===== src/rtl/riscv_pkg.sv =====
// Shared RV32I pipeline definitions: reset PC, NOP encoding and the IF/ID payload layout.
// Anything crossing the fetch/decode boundary should come from here.
package riscv_pkg;

   localparam logic [31:0] NOP_INST           = 32'h0000_0013;
   localparam logic [31:0] RESET_PC_DEFAULT   = 32'h8000_0000;
   localparam int unsigned IMEM_DEPTH_DEFAULT = 25501;

   typedef struct packed {
      logic [31:0] pc;
      logic [31:0] inst;
      logic        valid;
   } if_id_t;

   // A bubble carries a NOP so decode sees a harmless instruction even if valid is ignored.
   localparam if_id_t IF_ID_BUBBLE = '{pc: 32'h0, inst: NOP_INST, valid: 1'b0};

endpackage


===== src/rtl/if_id_reg.sv =====
// IF/ID pipeline register: bubble has priority over load; otherwise the contents hold.
// Asynchronous reset returns it to the bubble value.
module if_id_reg
   import riscv_pkg::*;
(
   input  logic   clk,
   input  logic   rst,
   input  logic   load,
   input  logic   bubble,
   input  if_id_t d,
   output if_id_t q
);

   always_ff @(posedge clk or posedge rst) begin
      if (rst) begin
         q <= IF_ID_BUBBLE;
      end else if (bubble) begin
         q <= IF_ID_BUBBLE;
      end else if (load) begin
         q <= d;
      end
   end

endmodule


===== src/rtl/fetch_stage.sv =====
// IF stage: owns the PC, addresses the combinational instruction memory and fills IF/ID.
// Redirect beats stall beats normal fetch; an out-of-range PC parks the stage until redirect.
module fetch_stage
   import riscv_pkg::*;
#(
   parameter logic [31:0] RESET_PC   = RESET_PC_DEFAULT,
   parameter int unsigned IMEM_DEPTH = IMEM_DEPTH_DEFAULT
) (
   input  logic        clk,
   input  logic        rst,
   input  logic        stall_i,
   input  logic        redirect_i,
   input  logic [31:0] redirect_pc_i,
   output logic [29:0] imem_addr_o,
   input  logic [31:0] imem_data_i,
   output logic [31:0] if_id_pc_o,
   output logic [31:0] if_id_inst_o,
   output logic        if_id_valid_o,
   output logic        misalign_o,
   output logic        fetch_fault_o,
   output logic [31:0] fetch_count_o
);

   localparam logic [0:0] ST_FETCH  = 1'b0;
   localparam logic [0:0] ST_PARKED = 1'b1;

   logic [31:0] pc_q;
   logic [31:0] pc_offset;
   logic [31:0] word_idx;
   logic        oob;
   logic        do_fetch;
   logic        do_park;
   logic [0:0]  state_q;
   logic        misalign_q;
   logic        fault_q;
   logic [31:0] count_q;
   if_id_t      if_id_d;
   if_id_t      if_id_q;

   // A PC below RESET_PC wraps to a huge offset, so it lands out of range as well.
   assign pc_offset   = pc_q - RESET_PC;
   assign word_idx    = pc_offset >> 2;
   assign oob         = (word_idx >= IMEM_DEPTH);
   assign imem_addr_o = word_idx[29:0];

   assign do_fetch = !redirect_i && !stall_i && !oob;
   assign do_park  = !redirect_i && !stall_i && oob;

   assign if_id_d = '{pc: pc_q, inst: imem_data_i, valid: 1'b1};

   if_id_reg u_if_id_reg (
      .clk    (clk),
      .rst    (rst),
      .load   (do_fetch),
      .bubble (redirect_i || do_park),
      .d      (if_id_d),
      .q      (if_id_q)
   );

   // The fault pulse fires only on the edge that enters the parked state.
   always_ff @(posedge clk or posedge rst) begin
      if (rst) begin
         pc_q       <= RESET_PC;
         state_q    <= ST_FETCH;
         misalign_q <= 1'b0;
         fault_q    <= 1'b0;
         count_q    <= 32'h0;
      end else begin
         misalign_q <= 1'b0;
         fault_q    <= 1'b0;
         if (redirect_i) begin
            pc_q       <= {redirect_pc_i[31:2], 2'b00};
            misalign_q <= (redirect_pc_i[1:0] != 2'b00);
            state_q    <= ST_FETCH;
         end else if (stall_i) begin
            pc_q <= pc_q;
         end else if (oob) begin
            fault_q <= (state_q == ST_FETCH);
            state_q <= ST_PARKED;
         end else begin
            pc_q    <= pc_q + 32'd4;
            count_q <= count_q + 32'd1;
         end
      end
   end

   assign if_id_pc_o    = if_id_q.pc;
   assign if_id_inst_o  = if_id_q.inst;
   assign if_id_valid_o = if_id_q.valid;
   assign misalign_o    = misalign_q;
   assign fetch_fault_o = fault_q;
   assign fetch_count_o = count_q;

endmodule


===== config.mk =====
export PLATFORM = sky130hd
export DESIGN_NAME = fetch_stage
export DESIGN_NICKNAME = d
export VERILOG_FILES = /design/src/rtl/riscv_pkg.sv /design/src/rtl/if_id_reg.sv /design/src/rtl/fetch_stage.sv
export SDC_FILE = /design/constraint.sdc
export NUM_CORES = 1
export LEC_CHECK = 0
export BUFFER_PORTS_ARGS = -buffer_cell sky130_fd_sc_hd__buf_2
export CAP_MARGIN = 5
export CORE_MARGIN = 1
export CORE_UTILIZATION = 45
export CTS_BUF_LIST = sky130_fd_sc_hd__clkbuf_16
export DETAILED_ROUTE_END_ITERATION = 12
export PLACE_DENSITY = 0.76
export RECOVER_POWER = 100
export SLEW_MARGIN = 20
export SYNTH_ARGS = -nofsm -noshare
export SYNTH_HDL_FRONTEND = slang
export SYNTH_SLANG_ARGS = --single-unit

===== constraint.sdc =====
create_clock -name clk -period 3.96 [get_ports clk]
set_clock_uncertainty 0.2 [all_clocks]
set_input_delay 0.594 -clock clk [delete_from_list [all_inputs] [get_ports clk]]
set_output_delay 0.594 -clock clk [all_outputs]
set_load 0.01 [all_outputs]

Word-level counts from Yosys, hierarchy flattened
Cells that the tools add are included.

storage, ports and cells
  logic and storage cells = 43
  flip-flop bits (word level) = 132

cells by class
  multiplexer cells = 12
  reduce and logical (&&, ||, !) cells = 13
  magnitude comparators = 1
  eq/ne operators = 2
  bitwise logic cells = 4
  $add $sub $neg = 3

operator list
  kind                                                   number
  2-to-1 mux 65 bit                                      2
  2-to-1 mux 32 bit                                      3
  adder 32 x 1 -> 32 bit, second input constant          1
  adder 32 x 3 -> 32 bit, second input constant          1
  subtractor 32 bit, second input constant               1
  >= comparator 30 x 15 -> 1 bit, second input constant  1
  2-to-1 mux 1 bit                                       7
  nonzero test 2 bit                                     3
  inverter 1 bit                                         4
  AND reduction 2 bit                                    2
  logical AND 1 bit                                      3
  zero test 1 bit                                        3
  AND reduction 3 bit                                    1
  != test 2 x 1 -> 1 bit, second input constant          1
  != test 2 bit, second input constant                   1
  logical OR 1 bit                                       1

Depth between registers and ports, before layout
Gate-level depths: netlist (run 1).

  depth after elaboration = 6
  mapped depth = 9
  depth with buffers taken out = 8

Hierarchy
Synthesis (run 1) repeated with hierarchy kept, for this count alone.

second synthesis, totals
  cells, all modules = 546
  area total of the unflattened synthesis = 6203.4 um^2

by module, submodules not included
  module       area an instance (um^2)  instances  cells an instance
  fetch_stage  3504.6                   1          335
  if_id_reg    2698.8                   1          211

Least setup slack after synthesis (run 1)
Ideal clock, no wire load.

  kind = reg-to-reg
  start point = reg pc_q[31]
  end point = reg pc_q[3]
  data arrival time = 1866 ps
  stages on the path, launching flop included = 8
  path slack = 1757 ps
  period minus slack after synthesis = 2203 ps
  required time = 3624 ps
  path buffers = 1
  path through = dfstp_2 nor4b_1 nand4_1 or2_1 buf_6 or3_1 a221oi_1 a21oi_1

between the ends
  word-level cells in the longest chain between the ends = 4

ends and longest elaborated chain
  item                            RTL line           RTL
  start, declared                 fetch_stage.sv:27  logic [31:0] pc_q;
  start signal, assigned          fetch_stage.sv:72  pc_q <= {redirect_pc_i[31:2], 2'b00};
  start signal, assigned          fetch_stage.sv:76  pc_q <= pc_q;
  start signal, assigned          fetch_stage.sv:81  pc_q <= pc_q + 32'd4;
  subtractor 32 bit               fetch_stage.sv:41  assign pc_offset = pc_q - RESET_PC;
  >= comparator 30 x 15 -> 1 bit  fetch_stage.sv:43  assign oob = (word_idx >= IMEM_DEPTH);
  != test 2 bit (no line)         --
  AND reduction 2 bit (no line)   --

No other way between the ends.
A chain may end at the register's enable or synchronous reset.

Worst setup path after layout (run 1)
  start point = in redirect_i
  end point = reg u_if_id_reg.q[29] (netlist bit)

between the ends
  word-level cells in the longest chain between the ends = 5

ends and longest elaborated chain
  item                                                            RTL line                              RTL
  start, declared                                                 fetch_stage.sv:12                     input logic redirect_i,
  zero test 1 bit                                                 fetch_stage.sv:46, fetch_stage.sv:47
  logical AND 1 bit                                               fetch_stage.sv:46, fetch_stage.sv:47
  logical AND 1 bit                                               fetch_stage.sv:47                     assign do_park = !redirect_i && !stall_i && oob;
  logical OR 1 bit                                                fetch_stage.sv:55                     .bubble (redirect_i || do_park),
  2-to-1 mux 65 bit / nonzero test 2 bit (equally long branches)  --
  end signal, assigned                                            if_id_reg.sv:16                       q <= IF_ID_BUBBLE;
  end signal, assigned                                            if_id_reg.sv:18                       q <= IF_ID_BUBBLE;
  end signal, assigned                                            if_id_reg.sv:20                       q <= d;
  end, declared                                                   if_id_reg.sv:11                       output if_id_t q

Parallel ways exist; a longest one is shown, timed or not.

==> impl_metrics.ini, run 1 <==
[critical_path]
reg2reg_launch_point = pc_q[31]
worst_r2r_endpoint = fetch_count_o[18]
crit_path_start_kind = input pin
critical_path_peak_fanout = 46
critical_path.most_common_cell = sky130_fd_sc_hd__clkbuf_1
critical-path-max-stage-delay_ns = 1.46
path_cells = clkbuf_1 > clkbuf_1 > nor4_4 > clkbuf_2 > a22o_1
r2r_setup_slack_ns = 0.97
crit_path_top_delay_cell = sky130_fd_sc_hd__clkbuf_1
arrival_ns = 3.15
crit_required_ns = 4.05
worst_r2r_path_depth = 7
worst-setup-path-type = input pin to register
end_kind = register

[yosys]
synth_cell_types = 41
muxShareOfSynthArea = 0.0341
synth-compound-area-share = 0.0949
mappedNetlistArea_um2 = 5580
synthAdderAreaFrac = 0.00897
synth_async_sr_flop_share = 1.00
synth-simple-area-share = 0.146
synth-seq-area-share = 0.580
synth_enable_flop_cells = 0
combinational_family_with_the_most_area_after_synthesis = simple AND/OR/NAND/NOR gates
yosysWarningCount = 0
synth-xor-area-share = 0.0691
synth_cells = 480
syn-num-nets = 552
syn-mean-instance-area_um2 = 11.6
ys_seq_elements = 129
ys_dominant_reg_cell = sky130_fd_sc_hd__dfrtp_1

[status]
outcome = complete, but fails checks
violated_checks = capacitance limit, slew limit

[global_route]
gr-total-overflow = 0
first_global_vias = 4128
globalRouteTotalUtil = 0.213
grt_first_pass_wirelength_um = 21000
maximum_number_of_pins_on_one_net_before_global_route_repair = 95
antenna_found_initial = 0

[sta]
final-max-slew-violation-count = 74
maxClockFrequency_mhz = 327
slew_headroom = -0.376
worst_slew_pin_slew_ns = 2.06
timing_hold_violations_final = 0
min_period_over_period = 0.773
fin_crit_ns = 3.06
unrepaired_setup_endpoints_after_global_routing = no
final_setup_violating_endpoints = 0
setup_total_negative_slack_ns = 0

[min_path]
hold_depth = 2
hp-class = input pin to register
hold-path-endpoint = misalign_o
hp-start = redirect_pc_i[0]

[job]
timing.max_cap.violations = 2

[floorplan]
coreArea_um2 = 12100
floorplan.io_pins = 197
total_die_area_um2 = 12800
dieHeight_um = 113
start_util = 0.463
dieWidth_um = 113
number_of_placement_rows = 40

[power_and_ir_drop]
power.static_leakage_nw = 3.19
p_total_w = 0.00323
vdd.ir_drop.worst_v = 0.000231
power_per_cell_area_nw_per_um2 = 464

[clock_tree]
clk_transition_reported_paths_ns = 0.05
clock_latency_on_the_worst_skew_pair_ns = 0.41
cts-resized-gates = 0
numCtsBuffers = 17
cts-root-buf = sky130_fd_sc_hd__clkbuf_16
cts-hold-fix-buffers = 0
clock_tree.buffer_depth = 2
tritoncts_num_sinks = 129
htreeDepth = 4
tritoncts = done
cts.repair_timing.setup_buffer_count = 0

[cells_and_area]
mostFrequentLayoutCell = sky130_fd_sc_hd__clkbuf_1
drive_above_1_share = 0.187
nets = 718
area_growth_syn_to_layout_pct = 24.5
diodes = 0
final.fill_count = 1095
mostFrequentLayoutCells = sky130_fd_sc_hd__clkbuf_1 (133), sky130_fd_sc_hd__dfrtp_1 (125), sky130_fd_sc_hd__buf_2 (66)

[placement]
place.gp.congestion = 0.797
post_detail_place_hpwl_um = 9320
portBuffers = 196

[route]
drt-initial-drc-count = 257
wire_per_inst_um = 15.8
drt-total-wl_um = 13000
antenna_left = 0
drt_pre_antenna_iters = 4
via_per_instance_ratio = 5.12
vias = 4227
drc = 0
==> critical path: cells and delay by family <==
family	cells	cell delay (ns)
and+or+nand+nor	1	0.09
AOI/OAI and AO/OA	1	0.31
buffers and inverters	3	2.13
==> cells in the mapped netlist, types with 10 or more instances <==
library cell               number  area [um2]
sky130_fd_sc_hd__a22o_1        41         359
sky130_fd_sc_hd__and2_1        15        93.8
sky130_fd_sc_hd__buf_4         30         225
sky130_fd_sc_hd__clkbuf_1      19        71.3
sky130_fd_sc_hd__dfrtp_1      125        3130
sky130_fd_sc_hd__inv_1         10        37.5
sky130_fd_sc_hd__mux2_2        16         180
sky130_fd_sc_hd__nand2_1       44         165
sky130_fd_sc_hd__nand3_1       18        90.1
sky130_fd_sc_hd__nor2_1        19        71.3
sky130_fd_sc_hd__nor3_1        11        55.1
sky130_fd_sc_hd__o21ai_0       13        65.1
sky130_fd_sc_hd__xnor2_1       22         193
sky130_fd_sc_hd__xor2_1        22         193
==> routing by layer <==
layer,wire length (um),up-vias,track usage
li1,-,1979,-
met1,5770,2068,0.264
met2,6140,157,0.345
met3,778,23,0.0541
met4,351,0,0.110
met5,0,-,0
==> state kept, by name, summed over array words and instances (netlist names) <==
name           count
pc_q              30
state_q            1
u_if_id_reg.q     64
fetch_count_o     32
fetch_fault_o      1
misalign_o         1
==> final cells by class <==
| cell class | instances | area, um2 | area share |
|---|---|---|---|
| Clock buffer | 17 | 425 | 0.0612 |
| Clock inverter | 13 | 194 | 0.0279 |
| Inverter | 10 | 38.8 | 0.00558 |
| Multi-Input combinational cell | 285 | 1970 | 0.283 |
| Sequential cell | 129 | 3230 | 0.465 |
| Tap cell | 168 | 210 | 0.0303 |
| Timing Repair Buffer | 203 | 877 | 0.126 |
==> cells by family after synthesis <==
group,Yosys count
multiplexers,17
AND/OR/NAND/NOR,152
AO/OA/AOI/OAI,68
XOR/XNOR,44
adder cells (fa/ha/maj),4
flip-flops,129
buffers and inverters,66
==> metrics by stage <==
stage / setup slack [ns] / cells / hold slack [ns] / instance area, um2 / utilization
after floorplan: 1.57 / 480 / 0.210 / 5580 / -
final: 0.900 / 825 / 0.184 / 6950 / 0.576
after CTS: 1.33 / 825 / 0.123 / 7150 / 0.593
after global placement: 1.40 / 794 / 0.253 / 6500 / 0.539
after global routing: 0.598 / 825 / 0.174 / 6950 / 0.576
after detailed placement: 1.36 / 795 / 0.247 / 6530 / 0.541
==> worst max-delay path by stage <==
stage / end / cells past startpoint / slack (ns) / from
after floorplan: fetch_count_o[0] / 1 / 1.57 / rst
after global placement: pc_q[3] / 6 / 1.40 / pc_q[31]
after detailed placement: pc_q[3] / 6 / 1.36 / pc_q[31]
after CTS: pc_q[3] / 6 / 1.33 / pc_q[31]
after global routing: u_if_id_reg.q[31] / 5 / 0.60 / redirect_i
final: u_if_id_reg.q[29] / 5 / 0.90 / redirect_i
==> where the power goes <==
part           total (W)  leakage, nW  switching [W]  internal [W]
clock network    0.00165        0.307       0.000545       0.00110
logic           0.000188         1.17       0.000112     0.0000755
registers        0.00139         1.71      0.0000400       0.00135
total            0.00323         3.19       0.000697       0.00253
Power figures use the tool's default switching activity.
==> run 2, diff against run 1 <==
- clock period: 3.96 -> 2.75 ns (I/O delays scaled with it)
==> run 2 against run 1 <==
- the run still ends with capacitance limit, slew limit left
- sequential cell count unchanged
- utilization up 0.40 points
- routed wire length up 2.0%
- register-to-register slack worse by 0.72 ns
- non-clock buffer count up 9
- sequential share of layout area decreased by 0.32 points
- worst hold slack got worse by 0.16 ns
- via count up 1.0%
- largest power group unchanged
==> impl_metrics.ini, run 2 (same netlist as run 1, synthesis figures left out) <==
[route]
via_per_instance_ratio = 5.11
drt_pre_antenna_iters = 4
wire_per_inst_um = 15.9
drc = 0
drt-total-wl_um = 13300
antenna_left = 0
drt-initial-drc-count = 254
vias = 4271

[floorplan]
dieHeight_um = 113
number_of_placement_rows = 40
total_die_area_um2 = 12800
dieWidth_um = 113
start_util = 0.463
floorplan.io_pins = 197
coreArea_um2 = 12100

[clock_tree]
tritoncts_num_sinks = 129
tritoncts = done
clock_latency_on_the_worst_skew_pair_ns = 0.40
cts-root-buf = sky130_fd_sc_hd__clkbuf_16
cts-resized-gates = 0
numCtsBuffers = 17
clk_transition_reported_paths_ns = 0.06
htreeDepth = 4
cts-hold-fix-buffers = 4
clock_tree.buffer_depth = 2
cts.repair_timing.setup_buffer_count = 0

[global_route]
first_global_vias = 4124
maximum_number_of_pins_on_one_net_before_global_route_repair = 130
antenna_found_initial = 0
gr-total-overflow = 0
globalRouteTotalUtil = 0.215
grt_first_pass_wirelength_um = 21200

[job]
timing.max_cap.violations = 1

[placement]
place.gp.congestion = 0.816
dp_slack_ns = 0.278
post_detail_place_hpwl_um = 9250
portBuffers = 196

[critical_path]
arrival_ns = 2.61
worst_r2r_path_depth = 6
r2r_setup_slack_ns = 0.25
worst-setup-path-type = register to register
startpoint = pc_q[31]
crit_required_ns = 2.86
reg2reg_launch_point = pc_q[31]
path_cells = nor4b_1 > nand4_1 > or2_1 > or4_4 > xor2_1 > o21ai_0
end_kind = register
critical-path-max-stage-delay_ns = 0.53
crit_path_top_delay_cell = sky130_fd_sc_hd__dfstp_2
crit_path_start_kind = register
critical_path_peak_fanout = 7
worst_r2r_endpoint = pc_q[12]

[sta]
setup_total_negative_slack_ns = 0
timing_hold_violations_final = 0
unrepaired_setup_endpoints_after_global_routing = no
min_period_over_period = 0.910
finalWorstSetupSlack_ns = 0.247
worst_slew_pin_slew_ns = 1.71
maxClockFrequency_mhz = 399
final_setup_violating_endpoints = 0
slew_headroom = -0.142
final-max-slew-violation-count = 130
fin_crit_ns = 2.50

[cells_and_area]
final.fill_count = 1063
combined_area_of_the_multi_input_logic_cells_um2 = 1970
mostFrequentLayoutCell = sky130_fd_sc_hd__clkbuf_1
largest_register = u_if_id_reg.q
area_growth_syn_to_layout_pct = 25.4
nets = 727
sequential_cell_area_um2 = 3230
mostFrequentLayoutCells = sky130_fd_sc_hd__clkbuf_1 (134), sky130_fd_sc_hd__dfrtp_1 (125), sky130_fd_sc_hd__buf_2 (66)
finalCoreUtilization = 0.580
diodes = 0
largest_register_ff_count = 64
drive_above_1_share = 0.196

[min_path]
hp-class = input pin to register
hold-path-endpoint = u_if_id_reg.q[5]
hold_depth = 2
hp-start = imem_data_i[4]

[status]
violated_checks = capacitance limit, slew limit
outcome = complete, but fails checks

[power_and_ir_drop]
vdd.ir_drop.worst_v = 0.000311
power_per_cell_area_nw_per_um2 = 652
power.static_leakage_nw = 3.21
run 2: layout make-up:
cell class / count / area share
clock buffer: 17 / 0.0608
clock inverter: 15 / 0.0263
inverter: 10 / 0.00590
multi-input combinational: 285 / 0.282
sequential: 129 / 0.462
tap: 168 / 0.0300
timing repair buffer: 212 / 0.133
run 2: critical path, delay by kind of cell, from the launching register on:
| kind | cells | cell delay (ns) |
|---|---|---|
| XOR/XNOR | 1 | 0.15 |
| AND/OR/NAND/NOR | 4 | 1.37 |
| flip-flops | 1 | 0.53 |
| AO/OA/AOI/OAI | 1 | 0.16 |
run 2: metal layers:
metal	vias to the layer above	global-route usage	wire length [um]
met5	-	0	0
met3	20	0.0589	831
met2	162	0.354	6380
li1	2004	-	-
met4	0	0.0886	242
met1	2085	0.269	5850
run 2: worst max path at each step:
stage	slack, ns	cells after the start	to
after detailed placement	0.28	6	pc_q[3]
final	0.25	6	pc_q[12]
after global routing	0.06	6	u_if_id_reg.q[26]
after floorplan	0.55	1	fetch_count_o[0]
after CTS	0.24	6	pc_q[3]
after global placement	0.27	6	pc_q[3]
run 2: where the power goes:
part,leakage [nW],total (W),internal (W),switching [W]
registers,1.71,0.00200,0.00195,0.0000548
logic,1.20,0.000278,0.000111,0.000168
clock network,0.296,0.00228,0.00144,0.000846
total,3.21,0.00456,0.00349,0.00107
run 2: metrics by stage:
step	power [W]	hold WS, ns	cells	instance area [um2]
6_report	0.00456	0.0226	836	7000
5_1_grt	0.00476	0.00305	836	7000
4_1_cts	0.00465	0.000642	836	7200
3_5_place_dp	0.00233	0.236	800	6550
3_3_place_gp	0.00232	0.239	800	6550
2_1_floorplan	0.00223	0.210	480	5580
